### src/rtl/led_pkg.sv
// Types and constants shared by the LED panel scan scheduler, its interface and its timer.
package led_pkg;
    typedef enum logic [2:0] {IDLE, SHIFT, BLANK, LATCH, DISPLAY} state_t;

    localparam int DEF_ROWS       = 16;
    localparam int DEF_PLANES     = 4;
    localparam int DEF_BASE_TICKS = 8;
    localparam int DEF_TIMEOUT    = 1024;

    // Index width with a floor of one bit so single-entry configurations still elaborate.
    function automatic int addr_width(input int n);
        return (n > 1) ? $clog2(n) : 1;
    endfunction

    function automatic int max_int(input int a, input int b);
        return (a > b) ? a : b;
    endfunction

    localparam int DEF_ROW_W   = addr_width(DEF_ROWS);
    localparam int DEF_PLANE_W = addr_width(DEF_PLANES);
endpackage

### src/rtl/scan_scheduler_if.sv
// Shifter handshake and panel control signals of the scan scheduler.
interface scan_scheduler_if
    import led_pkg::*;
#(
    parameter int ROW_W   = DEF_ROW_W,
    parameter int PLANE_W = DEF_PLANE_W
);
    logic               EN_I;
    logic               SHIFT_START_O;
    logic [ROW_W-1:0]   SHIFT_ROW_O;
    logic [PLANE_W-1:0] SHIFT_PLANE_O;
    logic               SHIFT_DONE_I;
    logic               LATCH_O;
    logic               OE_O;
    logic [ROW_W-1:0]   ROW_O;
    logic               FRAME_O;
    logic               ERR_O;

    modport master (
        input  EN_I, SHIFT_DONE_I,
        output SHIFT_START_O, SHIFT_ROW_O, SHIFT_PLANE_O, LATCH_O, OE_O, ROW_O, FRAME_O, ERR_O
    );

    modport slave (
        output EN_I, SHIFT_DONE_I,
        input  SHIFT_START_O, SHIFT_ROW_O, SHIFT_PLANE_O, LATCH_O, OE_O, ROW_O, FRAME_O, ERR_O
    );
endinterface

### src/rtl/scan_timer.sv
// Loadable down-counter that stops at zero; serves both the shift timeout and the display time.
module scan_timer #(
    parameter int W = 8
) (
    input  logic         clk,
    input  logic         rst,
    input  logic         load,
    input  logic [W-1:0] value,
    output logic         zero
);
    logic [W-1:0] count_reg;

    always_ff @(posedge clk or posedge rst) begin
        if (rst) begin
            count_reg <= '0;
        end else if (load) begin
            count_reg <= value;
        end else if (count_reg != '0) begin
            count_reg <= count_reg - W'(1);
        end
    end

    assign zero = (count_reg == '0);
endmodule

### src/rtl/scan_scheduler.sv
// Binary-code-modulation scan scheduler for a HUB75-style LED panel: shift a row/plane,
// blank, latch, then light it for BASE_TICKS<<plane clocks.
module scan_scheduler
    import led_pkg::*;
#(
    parameter int ROWS       = DEF_ROWS,
    parameter int PLANES     = DEF_PLANES,
    parameter int BASE_TICKS = DEF_BASE_TICKS,
    parameter int TIMEOUT    = DEF_TIMEOUT
) (
    input  logic CLK_I,
    input  logic RST_I,
    scan_scheduler_if.master bus
);
    localparam int ROW_W   = addr_width(ROWS);
    localparam int PLANE_W = addr_width(PLANES);
    localparam int DISP_W  = addr_width(BASE_TICKS << (PLANES - 1)) + 1;
    localparam int TW      = max_int(DISP_W, addr_width(TIMEOUT) + 1);
    localparam logic [TW-1:0] WAIT_LOAD = TW'(TIMEOUT - 1);

    state_t             state_reg, state_next;
    logic [ROW_W-1:0]   row_reg, row_next;
    logic [PLANE_W-1:0] plane_reg, plane_next;
    logic               err_reg, err_next;
    logic               frame_next;
    logic               start_reg, latch_reg, oe_reg, frame_reg, armed_reg;
    logic [ROW_W-1:0]   row_out_reg;
    logic               tmr_load, tmr_zero;
    logic [TW-1:0]      tmr_value;

    scan_timer #(.W(TW)) u_timer (
        .clk   (CLK_I),
        .rst   (RST_I),
        .load  (tmr_load),
        .value (tmr_value),
        .zero  (tmr_zero)
    );

    always_comb begin
        state_next = state_reg;
        row_next   = row_reg;
        plane_next = plane_reg;
        err_next   = err_reg;
        frame_next = 1'b0;
        tmr_load   = 1'b0;
        tmr_value  = '0;
        case (state_reg)
            IDLE: begin
                // armed_reg keeps the first edge after reset release from starting a shift
                if (bus.EN_I && !err_reg && armed_reg) begin
                    state_next = SHIFT;
                    tmr_load   = 1'b1;
                    tmr_value  = WAIT_LOAD;
                end
            end
            SHIFT: begin
                // start_reg marks the start cycle, where a done is stale and ignored
                if (!start_reg && bus.SHIFT_DONE_I) begin
                    state_next = BLANK;
                end else if (tmr_zero) begin
                    state_next = IDLE;
                    err_next   = 1'b1;
                end
            end
            BLANK: state_next = LATCH;
            LATCH: begin
                state_next = DISPLAY;
                tmr_load   = 1'b1;
                tmr_value  = (TW'(BASE_TICKS) << plane_reg) - TW'(1);
            end
            DISPLAY: begin
                if (tmr_zero) begin
                    if (plane_reg == PLANE_W'(PLANES - 1)) begin
                        plane_next = '0;
                        if (row_reg == ROW_W'(ROWS - 1)) begin
                            row_next   = '0;
                            frame_next = 1'b1;
                        end else begin
                            row_next = row_reg + 1'b1;
                        end
                    end else begin
                        plane_next = plane_reg + 1'b1;
                    end
                    if (bus.EN_I) begin
                        state_next = SHIFT;
                        tmr_load   = 1'b1;
                        tmr_value  = WAIT_LOAD;
                    end else begin
                        state_next = IDLE;
                    end
                end
            end
            default: state_next = IDLE;
        endcase
    end

    always_ff @(posedge CLK_I or posedge RST_I) begin
        if (RST_I) begin
            state_reg   <= IDLE;
            row_reg     <= '0;
            plane_reg   <= '0;
            err_reg     <= 1'b0;
            frame_reg   <= 1'b0;
            start_reg   <= 1'b0;
            latch_reg   <= 1'b0;
            oe_reg      <= 1'b1;
            armed_reg   <= 1'b0;
            row_out_reg <= '0;
        end else begin
            state_reg <= state_next;
            row_reg   <= row_next;
            plane_reg <= plane_next;
            err_reg   <= err_next;
            frame_reg <= frame_next;
            armed_reg <= 1'b1;
            // Outputs are decoded from the next state so they line up with state_reg.
            start_reg <= (state_next == SHIFT) && (state_reg != SHIFT);
            latch_reg <= (state_next == LATCH);
            oe_reg    <= (state_next != DISPLAY);
            if (state_next == LATCH) begin
                row_out_reg <= row_reg;
            end
        end
    end

    assign bus.SHIFT_START_O = start_reg;
    assign bus.SHIFT_ROW_O   = row_reg;
    assign bus.SHIFT_PLANE_O = plane_reg;
    assign bus.LATCH_O       = latch_reg;
    assign bus.OE_O          = oe_reg;
    assign bus.ROW_O         = row_out_reg;
    assign bus.FRAME_O       = frame_reg;
    assign bus.ERR_O         = err_reg;
endmodule

### src/flat_wrapper.sv
// flat-port wrapper written by rule: the top's interface ports become plain ports
module scan_scheduler_flat import led_pkg::*;
#(
    parameter int ROWS       = DEF_ROWS,
    parameter int PLANES     = DEF_PLANES,
    parameter int BASE_TICKS = DEF_BASE_TICKS,
    parameter int TIMEOUT    = DEF_TIMEOUT
)
  (CLK_I, RST_I, bus_EN_I, bus_SHIFT_DONE_I, bus_SHIFT_START_O, bus_SHIFT_ROW_O, bus_SHIFT_PLANE_O, bus_LATCH_O, bus_OE_O, bus_ROW_O, bus_FRAME_O, bus_ERR_O);
  scan_scheduler_if #(.ROW_W(DEF_ROW_W), .PLANE_W(DEF_PLANE_W)) bus_i ();
  input  logic CLK_I;
  input  logic RST_I;
  input wire logic [$bits(bus_i.EN_I)-1:0] bus_EN_I;
  input wire logic [$bits(bus_i.SHIFT_DONE_I)-1:0] bus_SHIFT_DONE_I;
  output wire logic [$bits(bus_i.SHIFT_START_O)-1:0] bus_SHIFT_START_O;
  output wire logic [$bits(bus_i.SHIFT_ROW_O)-1:0] bus_SHIFT_ROW_O;
  output wire logic [$bits(bus_i.SHIFT_PLANE_O)-1:0] bus_SHIFT_PLANE_O;
  output wire logic [$bits(bus_i.LATCH_O)-1:0] bus_LATCH_O;
  output wire logic [$bits(bus_i.OE_O)-1:0] bus_OE_O;
  output wire logic [$bits(bus_i.ROW_O)-1:0] bus_ROW_O;
  output wire logic [$bits(bus_i.FRAME_O)-1:0] bus_FRAME_O;
  output wire logic [$bits(bus_i.ERR_O)-1:0] bus_ERR_O;
  assign bus_i.EN_I = bus_EN_I;
  assign bus_i.SHIFT_DONE_I = bus_SHIFT_DONE_I;
  assign bus_SHIFT_START_O = bus_i.SHIFT_START_O;
  assign bus_SHIFT_ROW_O = bus_i.SHIFT_ROW_O;
  assign bus_SHIFT_PLANE_O = bus_i.SHIFT_PLANE_O;
  assign bus_LATCH_O = bus_i.LATCH_O;
  assign bus_OE_O = bus_i.OE_O;
  assign bus_ROW_O = bus_i.ROW_O;
  assign bus_FRAME_O = bus_i.FRAME_O;
  assign bus_ERR_O = bus_i.ERR_O;
  scan_scheduler #(.ROWS(ROWS), .PLANES(PLANES), .BASE_TICKS(BASE_TICKS), .TIMEOUT(TIMEOUT)) u_core (.CLK_I(CLK_I), .RST_I(RST_I), .bus(bus_i));
endmodule
### config.mk
export PLATFORM = sky130hd
export DESIGN_NAME = scan_scheduler_flat
export DESIGN_NICKNAME = d
export VERILOG_FILES = /design/src/rtl/led_pkg.sv /design/src/rtl/scan_scheduler_if.sv /design/src/rtl/scan_timer.sv /design/src/rtl/scan_scheduler.sv /design/src/flat_wrapper.sv
export SDC_FILE = /design/constraint.sdc
export NUM_CORES = 1
export LEC_CHECK = 0
export BUFFER_PORTS_ARGS = -buffer_cell sky130_fd_sc_hd__buf_2
export CAP_MARGIN = 20
export CORE_AREA = 3 3 57 59
export CTS_CLUSTER_SIZE = 12
export DETAILED_ROUTE_END_ITERATION = 10
export DIE_AREA = 0 0 60 62
export PLACE_DENSITY = 0.76
export SYNTH_ARGS = -nofsm -noshare
export SYNTH_HDL_FRONTEND = slang
export SYNTH_SLANG_ARGS = --single-unit
### constraint.sdc
create_clock -name CLK_I -period 3 [get_ports CLK_I]
set_clock_uncertainty 0.2 [all_clocks]
set_input_delay 0.3 -clock CLK_I [delete_from_list [all_inputs] [get_ports CLK_I]]
set_output_delay 0.3 -clock CLK_I [all_outputs]
set_load 0.01 [all_outputs]
=== Word-level counts from Yosys, hierarchy flattened ===
Index checks and enable logic that the tools add are counted.

* Register bits after elaboration: 30
* Latch bits: 0
* Bits in writable memories: 0
* ROM bits: 0
* Input bits: 4
* Output and inout port bits: 15
* Logic and storage cells: 62
* Memories kept: 0

* $add $sub $neg: 4
* $mul: 0
* Divide/modulo/power cells: 0
* Order comparisons: 0
* Equality and inequality tests: 10
* Shifts and indexed selects: 1
* Multiplexer cells: 22
* Bitwise logic cells: 1
* Reductions and logical operators: 13

{| class="wikitable"
|+ Operators by type and width
! kind !! count
|-
| 11-bit 2-to-1 mux || 3
|-
| 11-bit case mux with 3 select lines || 1
|-
| 10-bit 2-to-1 mux || 2
|-
| 3-bit case mux with 5 select lines || 1
|-
| 3-bit 2-to-1 mux || 4
|-
| 11-bit logical NOT || 1
|-
| 11-bit nonzero test || 1
|-
| 4-bit by 2-bit << shifter with 11-bit output (first input constant) || 1
|-
| 11-bit by 1-bit subtractor with 11-bit output (second input constant) || 1
|-
| 11-bit by 2-bit subtractor with 11-bit output (second input constant) || 1
|-
| 3-bit by 2-bit equality test with 1-bit output (second input constant) || 3
|-
| 1-bit 2-to-1 mux || 8
|-
| 3-bit by 1-bit equality test with 1-bit output (second input constant) || 2
|-
| 3-bit AND reduction || 2
|-
| 4-bit by 1-bit adder with 4-bit output (second input constant) || 1
|-
| 4-bit equality test (second input constant) || 1
|-
| 1-bit logical AND || 4
|-
| 4-bit 2-to-1 mux || 1
|-
| 3-bit equality test (second input constant) || 1
|-
| 3-bit logical NOT || 1
|-
| 3-bit by 1-bit != test with 1-bit output (second input constant) || 1
|-
| 3-bit != test (second input constant) || 1
|-
| 1-bit case mux with 3 select lines || 1
|-
| 2-bit by 1-bit adder with 2-bit output (second input constant) || 1
|-
| 6 further kinds || 7
|}

=== Depth between registers and ports, before layout ===
* Word-level depth: 7
* Gate-level depth with buffers: 8

=== Hierarchy ===
Synthesis repeated with hierarchy kept, for this count alone.

* Cells, all modules: 151
* Area, all modules: 1597.8 µm²

{| class="wikitable"
|+ By module, submodules not included
! module !! times used !! cells an instance !! area an instance (µm²) !! sequential area each (µm²)
|-
| scan_scheduler || 1 || 88 || 973.4 || 476.7
|-
| scan_timer || 1 || 63 || 624.3 || 275.3
|}

=== Least setup slack after synthesis ===
No wires, ideal clock.

* Path kind: register to register
* From: register u_core.u_timer.count_reg[0]
* To: register u_core.plane_reg[0], in the netlist u_core.bus.SHIFT_PLANE_O[0]
* Setup time: 125 ps
* Arrival time: 1608 ps
* Data required time: 2675 ps
* Path slack: 1066 ps
* Cell stages (with the launch flop): 7
* Period minus slack after synthesis: 1934 ps
* Cell sequence: dfrtp_1 > inv_1 > ha_1 > nor3b_4 > nand4_2 > nand2b_4 > mux2_4

* Longest elaborated chain between the ends: 2

{| class="wikitable"
|+ Ends and longest elaborated chain
! item !! line !! source
|-
| start: declaration || scan_timer.sv:11 || <nowiki>logic [W-1:0] count_reg;</nowiki>
|-
| start signal: assignment || scan_timer.sv:17 || <nowiki>count_reg <= value;</nowiki>
|-
| start signal: assignment || scan_timer.sv:19 || <nowiki>count_reg <= count_reg - W'(1);</nowiki>
|-
| 11-bit logical NOT || scan_timer.sv:23 || <nowiki>assign zero = (count_reg == '0);</nowiki>
|-
| 2-bit AND reduction (no source line) || - ||
|-
| end signal: assignment || scan_scheduler.sv:112 || <nowiki>plane_reg <= plane_next;</nowiki>
|-
| end: declaration || scan_scheduler.sv:23 || <nowiki>logic [PLANE_W-1:0] plane_reg, plane_next;</nowiki>
|}

No other way between the ends.
A chain may end at the register's enable or synchronous reset.

=== Final worst setup path ===
* From: register u_core.u_timer.count_reg[0]
* To: register u_core.u_timer.count_reg[1]

* Longest elaborated chain between the ends: 4
* Elaborated cells on any way between the ends: 10
* Those cells by class: add/sub (1); mux (6); reduce/logical (3)

{| class="wikitable"
|+ Ends and longest elaborated chain
! item
|-
| branches (longest 4 deep; another with 11-bit by 1-bit subtractor with 11-bit output)
|}

Several ways; the timed one is not identified. The select of a mux whose other input is x is not followed.

==> flow_summary.json <==
{
  "layout_commonest_cell": "dfrtp_1",
  "routed_wl_microns": 3150,
  "clk_latency_ps": 340,
  "vdd_drop_max_uv": 623,
  "status": "completed",
  "track_usage_pct": 19.9,
  "layout_min_cycle_time_ps": 2200,
  "drt-pass1-iter-count": 7,
  "h-tree-depth": 2,
  "synth_area_leaders": "dfrtp_1 47%, ha_1 7.2%, mux2_4 3.8%",
  "gp_congestion": 0.820,
  "hpwl_microns": 2140,
  "async_flop_share_pct": 100,
  "synth_top_area_share_pct": 46.5,
  "max_freq_ghz": 0.454,
  "synthCells": 134,
  "layout_common_cells": "29 x dfrtp_1, 18 x buf_2, 10 x inv_1, 9 x nor2_1, 9 x ha_1",
  "grt_pass1_vias": 1087,
  "drc_errors": 0,
  "cp-start-kind": "register",
  "maxCapViolations": 0,
  "rsz0062_at_grt": "false",
  "ys.flop_type": "dfrtp_1",
  "stdcell_area_sq_um": 1810,
  "rr_worst_depth": 7,
  "antenna_found_initial": 0,
  "cts_setup_buffers": 0,
  "power_density_nw_per_um2": 794,
  "io_pins": 19,
  "final_hold_viol_count": 0,
  "max-clock-path-buffers": 2,
  "ys_seq_area_share_pct": 48.2,
  "synth-edff-count": 0,
  "maxSlewViolCount": 0,
  "drt_iter0_drc": 61,
  "wire_per_inst_microns": 16.5,
  "cts_sinks": 30,
  "layout-drive-gt1-share_pct": 30.0,
  "cp_max_fo": 10,
  "grt_max_degree": 31,
  "tightest_slew_ps": 500,
  "worstPathRequired_ps": 3030,
  "largest_reg_flops": 11,
  "placed_area_sq_um": 1690,
  "max_slew_margin_pct": 66.6,
  "n_antenna_cell": 0,
  "ant_nets": 0,
  "core_area_sq_um": 2760,
  "overflow": 0,
  "syn_area_per_cell_sq_um": 11.6,
  "io_buffers": 18,
  "fin_tns_setup_ps": 0,
  "dieArea_sq_um": 3720,
  "hp-class": "in -> reg",
  "critical_path_class": "reg -> reg",
  "synthDistinctLibCells": 48,
  "grt_pass1_wl_microns": 5240,
  "finalSetupViolations": 0,
  "netlist_area_sq_um": 1560,
  "ys_warn_count": 0,
  "die_x_microns": 60,
  "synth_top_area_cell": "dfrtp_1",
  "fin_util_pct": 65.6,
  "finalCritPeriodShare_pct": 73.5,
  "clock-root-buffer": "clkbuf_4",
  "initial_utilization_pct": 56.6,
  "path_clk_slew_ps": 110,
  "ys_ff_latch": 30,
  "p_leak_nw": 0.888,
  "dieHeight_microns": 62,
  "critPathArrivalTime_ps": 2230,
  "hold-path-cell-count": 4,
  "nets": 172,
  "synthesis.nets": 147,
  "via_per_inst": 6.04,
  "cp-end-kind": "register",
  "area_delta_synth_final_pct": 16.0,
  "rows": 19,
  "cts_buffers": 5,
  "vias": 1154,
  "cts_tree": "built"
}
-- through the flow --
step | hold WS, ps | std cells | setup slack, ps | total power [mW]
6_report | 158 | 191 | 796 | 1.44
5_1_grt | 168 | 191 | 691 | 1.52
4_1_cts | 159 | 191 | 823 | 1.44
3_5_place_dp | 200 | 182 | 873 | 1.00
3_3_place_gp | 186 | 182 | 912 | 0.981
2_1_floorplan | 190 | 134 | 1070 | 0.901
-- cell type report --
type | instances | area [sq um]
multi-input cells | 91 | 758
fillers | 226 | 948
inverters | 11 | 41.3
repair buffers | 20 | 108
clock buffers | 6 | 51.3
clock inverters | 2 | 60.1
flip-flops and latches | 30 | 752
well taps | 31 | 38.8
-- cell usage after synthesis, drive strengths merged (3+ instances only) --
| master | count |
|---|---|
| a21oi | 3 |
| dfrtp | 29 |
| ha | 9 |
| inv | 11 |
| mux2 | 8 |
| nand2 | 8 |
| nand2b | 3 |
| nand3 | 7 |
| nor2 | 9 |
| nor3 | 3 |
| o221ai | 3 |
| xnor2 | 5 |
-- kinds of logic (layout without fill, tap and decap cells) --
| logic type | Yosys count | in the layout | share of synthesized area (%) |
|---|---|---|---|
| AND/OR/NAND/NOR | 47 | 47 | 20.4 |
| adder cells (fa/ha/maj) | 9 | 9 | 7.22 |
| XOR/XNOR | 7 | 7 | 3.93 |
| buffers and inverters | 13 | 39 | 3.21 |
| multiplexers | 9 | 9 | 7.38 |
| AO/OA/AOI/OAI | 18 | 18 | 9.38 |
| other | 1 | 1 | 0.240 |
| flip-flops | 30 | 30 | 48.2 |
-- worst max-delay path: stages (launching register included) --
cell     delay, ps
dfrtp_1        420
inv_1           60
ha_1           220
nor3b_4        180
nand3_2        140
o21a_1         390
inv_2          110
or3_1          370
-- what timing repair did --
item                       CTS  global route
hold buffers                 1             0
gates resized for setup      0             0
setup endpoints to repair    0             0
hold endpoints to repair    29             0
-- layer usage --
| layer | up-vias | track usage, % | share of wire (%) |
|---|---|---|---|
| met5 | - | 0 | 0 |
| met4 | 0 | 8.54 | 3.4 |
| met3 | 13 | 7.64 | 5.0 |
| met2 | 36 | 30.6 | 49 |
| met1 | 574 | 25.2 | 43 |
| li1 | 531 | - | - |
-- power breakdown --
part,leakage (nW),switching [mW],internal [mW]
logic,0.455,0.202,0.174
clock network,0.0585,0.150,0.282
registers,0.374,0.121,0.506
total,0.888,0.473,0.962
-- path summary, 6_finish.rpt --
path / start / endpoint / slack [ps]
hold reg to reg: u_core.bus.ERR_O / u_core.bus.ERR_O / 290
min in group asynchronous: RST_I / u_core.bus.ERR_O / 370
hold / removal: bus_SHIFT_DONE_I / u_core.state_reg[1] / 160
max in group asynchronous: RST_I / u_core.bus.OE_O / 1920
setup reg to reg: u_core.u_timer.count_reg[0] / u_core.u_timer.count_reg[1] / 800
setup / recovery: u_core.u_timer.count_reg[0] / u_core.u_timer.count_reg[1] / 800
(Power assumes the default switching activity.)
